File: config.mk
export PLATFORM = sky130hd
export DESIGN_NAME = int_addsub_pipe
export DESIGN_NICKNAME = d
export VERILOG_FILES = /design/src/rtl/int_addsub_pipe.sv
export SDC_FILE = /design/constraint.sdc
export NUM_CORES = 1
export LEC_CHECK = 0
export CAP_MARGIN = 20
export CORE_MARGIN = 2
export CORE_UTILIZATION = 51
export CTS_CLUSTER_SIZE = 16
export DETAILED_ROUTE_END_ITERATION = 16
export PLACE_DENSITY = 0.86
export SLEW_MARGIN = 20
export SYNTH_ARGS = -nofsm -noshare
export SYNTH_HDL_FRONTEND = slang
export SYNTH_SLANG_ARGS = --single-unit
File: constraint.sdc
create_clock -name clk -period 5.1 [get_ports clk]
set_input_delay 1.02 -clock clk [delete_from_list [all_inputs] [get_ports clk]]
set_output_delay 1.02 -clock clk [all_outputs]
set_load 0.02 [all_outputs]
File: src/rtl/int_addsub_pipe.sv
// Pipelined integer add/subtract with a segmented carry chain, overflow detection and optional saturation.
// Latency: STAGES cycles from acceptance to out_valid; one beat per cycle when out_ready stays high.
// Backpressure: the whole pipeline freezes while out_valid & ~out_ready, and in_ready drops in the same cycle.
module int_addsub_pipe #(
    parameter int DATA_WIDTH = 32,
    parameter int STAGES     = 2
) (
    input  logic                  clk,
    input  logic                  rst,
    input  logic                  in_valid,
    output logic                  in_ready,
    input  logic [DATA_WIDTH-1:0] data_a,
    input  logic [DATA_WIDTH-1:0] data_b,
    input  logic                  carry_in,
    input  logic                  op_sub,
    input  logic                  signed_mode,
    input  logic                  sat_en,
    output logic                  out_valid,
    input  logic                  out_ready,
    output logic [DATA_WIDTH-1:0] sum,
    output logic                  carry_out,
    output logic                  overflow
);

    localparam int SEG = DATA_WIDTH / STAGES;

    localparam logic [DATA_WIDTH-1:0] SAT_SMAX = {1'b0, {(DATA_WIDTH-1){1'b1}}};
    localparam logic [DATA_WIDTH-1:0] SAT_SMIN = {1'b1, {(DATA_WIDTH-1){1'b0}}};
    localparam logic [DATA_WIDTH-1:0] SAT_UMAX = {DATA_WIDTH{1'b1}};
    localparam logic [DATA_WIDTH-1:0] SAT_UMIN = {DATA_WIDTH{1'b0}};

    // bx holds the operand already inverted for subtract; cin is the running chain carry.
    typedef struct packed {
        logic                  vld;
        logic                  op_sub;
        logic                  sgn;
        logic                  sat;
        logic                  cin;
        logic [DATA_WIDTH-1:0] a;
        logic [DATA_WIDTH-1:0] bx;
        logic [DATA_WIDTH-1:0] psum;
        logic                  cout;
        logic                  ovf;
    } stage_t;

    stage_t st_q [STAGES];
    stage_t st_d [STAGES];
    stage_t src  [STAGES];
    logic   adv;

    assign adv       = ~st_q[STAGES-1].vld | out_ready;
    assign in_ready  = adv;
    assign out_valid = st_q[STAGES-1].vld;
    assign sum       = st_q[STAGES-1].psum;
    assign carry_out = st_q[STAGES-1].cout;
    assign overflow  = st_q[STAGES-1].ovf;

    always_comb begin
        src[0]        = '0;
        src[0].vld    = in_valid;
        src[0].op_sub = op_sub;
        src[0].sgn    = signed_mode;
        src[0].sat    = sat_en;
        src[0].cin    = op_sub ? ~carry_in : carry_in;
        src[0].a      = data_a;
        src[0].bx     = op_sub ? ~data_b : data_b;
        for (int k = 1; k < STAGES; k++) begin
            src[k] = st_q[k-1];
        end
    end

    always_comb begin
        stage_t         cur;
        logic [SEG:0]   seg_r;
        for (int k = 0; k < STAGES; k++) begin
            cur   = src[k];
            seg_r = {1'b0, cur.a[k*SEG +: SEG]} + {1'b0, cur.bx[k*SEG +: SEG]}
                  + {{SEG{1'b0}}, cur.cin};
            cur.psum[k*SEG +: SEG] = seg_r[SEG-1:0];
            cur.cin                = seg_r[SEG];
            if (k == STAGES - 1) begin
                // Subtract reports an active-high borrow, the inverse of the raw carry.
                cur.cout = cur.op_sub ? ~cur.cin : cur.cin;
                cur.ovf  = cur.sgn ? ((cur.a[DATA_WIDTH-1] == cur.bx[DATA_WIDTH-1]) &&
                                      (cur.psum[DATA_WIDTH-1] != cur.a[DATA_WIDTH-1]))
                                   : cur.cout;
                if (cur.sat && cur.ovf) begin
                    if (cur.sgn) begin
                        cur.psum = cur.a[DATA_WIDTH-1] ? SAT_SMIN : SAT_SMAX;
                    end else begin
                        cur.psum = cur.op_sub ? SAT_UMIN : SAT_UMAX;
                    end
                end
            end
            st_d[k] = adv ? cur : st_q[k];
        end
    end

    always_ff @(posedge clk) begin
        for (int k = 0; k < STAGES; k++) begin
            if (rst) begin
                st_q[k] <= '0;
            end else begin
                st_q[k] <= st_d[k];
            end
        end
    end

endmodule

==> impl_metrics.toml <==
[place]
placed_cells = 795
dp_hpwl_mm = 9.03
post-place-ws_ns = 0.857
gp_congestion = 0.907
portBuffers = 107

[setup_path]
rrSetupSlack_ns = 1.40
crit_path_start_kind = "input port"
end_kind = "flop"
reg2reg_to = "st_q[1][32]$_SDFFE_PP0P_"
cp_max_fo = 3
reg2reg_from = "st_q[0][50]$_SDFFE_PP0P_"
arrival_ns = 4.20
cp.required_ns = 5.31
worstRegToRegCells = 12
worstSetupPathType = "in2reg"

[logic_synthesis]
synth_cell_types = 58
avgSynthCellArea_um2 = 8.57
synthArstFlopShare_pct = 0
synth_seq_cells = 88
synth_top_area_share_pct = 35.2
synth_nets = 689
synth_area_leaders = "dfxtp_1, ha_1, a21oi_1"
synth_top_area_cell = "dfxtp_1"
ys_warn_count = 0
syn-cell-area_um2 = 5000
synthCells = 583
ys.flop_type = "dfxtp_1"
yosysSeqAreaShare_pct = 35.2
synth_edf_count = 0

[layout]
mostFrequentLayoutCells = "clkdlybuf4s50_1, dfxtp_1, nand2_1"
largest_reg_flops = 88
final_cells = 811
nNetsFinal = 779
syn_to_final_growth_pct = 26.9
reg_top3 = "st_q x88"
final_common_cell = "clkdlybuf4s50_1"
max_flop_register = "st_q"
fill_cells = 791
drive_gt1_share_pct = 9.14
diodes = 0

[detailed_routing]
wirelength_mm = 12.5
route.detailed.drc = 0
drt_first_pass_iters = 4
num_vias = 4614
drtAntennaViolNets = 0
dr.first_iter.drc_count = 192
wl_per_cell_um = 15.4
vias_per_cell = 5.69

[pwr]
power_uw = 1910
leakage_uw = 0.00255
p_per_area_nw_per_um2 = 302
irDropWorstVdd_mv = 0.154

[sta]
worst_slack_ns = 1.11
finClkSkew_ns = 0.0124
relSlewSlack_pct = 32.4
drv_slew = 0
min_period_ns = 3.99
setup-tns-final_ns = 0
post-route-period-util_pct = 78.3
whs_ns = 0.456
rsz0062_at_grt = "no"
hold_viol_final = 0
fmax_mhz = 251
worst_slew_pin_slew_ns = 1.01
final-setup-viol-count = 0

[outcome]
status = "finished clean"

[clocking]
post_cts.repair.setup_buffers = 0
cts_tree = "done"
ctsHoldBuffers = 0
cts_root_buffer = "clkbuf_8"
clkSinkCount = 88
htree_levels = 3
insertion_delay_ns = 0.37
clk_path_buf_depth = 2
cts_buffers = 9
path_clk_slew_ns = 0.08
cts.repair.resized = 0

[die]
initial_utilization_pct = 51.9
boundaryPins = 108
dieHeight_um = 103
core_area_um2 = 9640
dieArea_um2 = 10600
rows = 36
die_w_um = 103

[grt]
grt_max_degree = 88
grt-ovfl-total = 0
antenna_found_initial = 0
grt_pass1_vias = 4514
grt_use_total_pct = 24.5
grt_pass1_wl_mm = 20.8

[worst_hold_path]
hold_end = "st_q[0][8]$_SDFFE_PP0P_"
hp-start = "st_q[0][8]$_SDFFE_PP0P_"
holdPathStages = 2
hold_path_class = "reg2reg"

[flow_run]
maxCapViolCount = 0
==> worst max-delay path, cell delays in order <==
cell and delay (ns):
clkdlybuf4s50_1 0.41, xor2_1 0.16, fa_1 0.46, fa_1 0.45, a21oi_1 0.22, o21ai_0 0.14
a21oi_1 0.32, a311o_1 0.27, o21ai_1 0.12, a2111oi_0 0.52, nor4_1 0.10
==> worst max path at each step <==
| stage | start | endpoint | slack [ns] |
|---|---|---|---|
| after global routing | data_b[0] | st_q[0][98]$_SDFFE_PP0P_ | 0.93 |
| after global placement | data_b[0] | st_q[0][98]$_SDFFE_PP0P_ | 1.04 |
| after floorplan | op_sub | st_q[0][98]$_SDFFE_PP0P_ | 0.98 |
| after CTS | data_b[0] | st_q[0][98]$_SDFFE_PP0P_ | 1.23 |
| final | data_b[0] | st_q[0][98]$_SDFFE_PP0P_ | 1.11 |
| after detailed placement | data_b[0] | st_q[0][98]$_SDFFE_PP0P_ | 0.86 |
==> Yosys cell counts, types with 3 or more instances <==
cell,count
or3_1,4
ha_1,30
nor3_2,20
xor2_1,22
buf_2,3
nand3_1,8
o22ai_1,26
nor2b_1,6
a21oi_1,56
buf_1,5
o21ai_2,3
nor4_1,3
xnor2_1,31
nor2_1,40
nand2_1,74
a21o_1,9
nor3_1,15
clkbuf_1,25
o21ai_0,18
dfxtp_1,88
o211ai_1,4
fa_1,4
and3_1,5
inv_1,13
a211oi_1,23
o21a_1,6
==> routing by layer <==
metal	track usage, %	part of all wire [%]	up-vias
met5	0	0	-
met4	8.91	1.5	0
met3	4.34	7.6	18
met2	42.1	49	173
met1	30.9	41	2167
li1	-	-	2256
==> cell families after synthesis <==
| logic type | share of synthesized area, % |
|---|---|
| XOR/XNOR | 9.29 |
| flip-flops | 35.2 |
| adder cells (fa/ha/maj) | 9.11 |
| AND/OR/NAND/NOR | 18.6 |
| multiplexers | 0.626 |
| buffers and inverters | 4.05 |
| AO/OA/AOI/OAI | 23.1 |
==> report_power, final <==
part	total [µW]	switching, µW	internal, µW
combinational	599	311	289
sequential	818	49.5	769
clock	496	244	251
==> cell type report <==
| class | count | area, µm² | share of cell area, % |
|---|---|---|---|
| Multi-Input combinational cell | 446 | 3040 | 47.9 |
| Clock inverter | 5 | 55.1 | 0.868 |
| Clock buffer | 11 | 151 | 2.39 |
| Tap cell | 133 | 166 | 2.62 |
| Inverter | 14 | 52.6 | 0.828 |
| Timing Repair Buffer | 114 | 1120 | 17.6 |
| Sequential cell | 88 | 1760 | 27.8 |
==> metrics by stage <==
stage | utilization, % | area (µm²)
5_1_grt | 65.8 | 6340
4_1_cts | 65.8 | 6340
2_1_floorplan | - | 5000
6_report | 65.8 | 6340
3_3_place_gp | 63.7 | 6140
3_5_place_dp | 63.7 | 6140
Power figures use the tool's default switching activity.
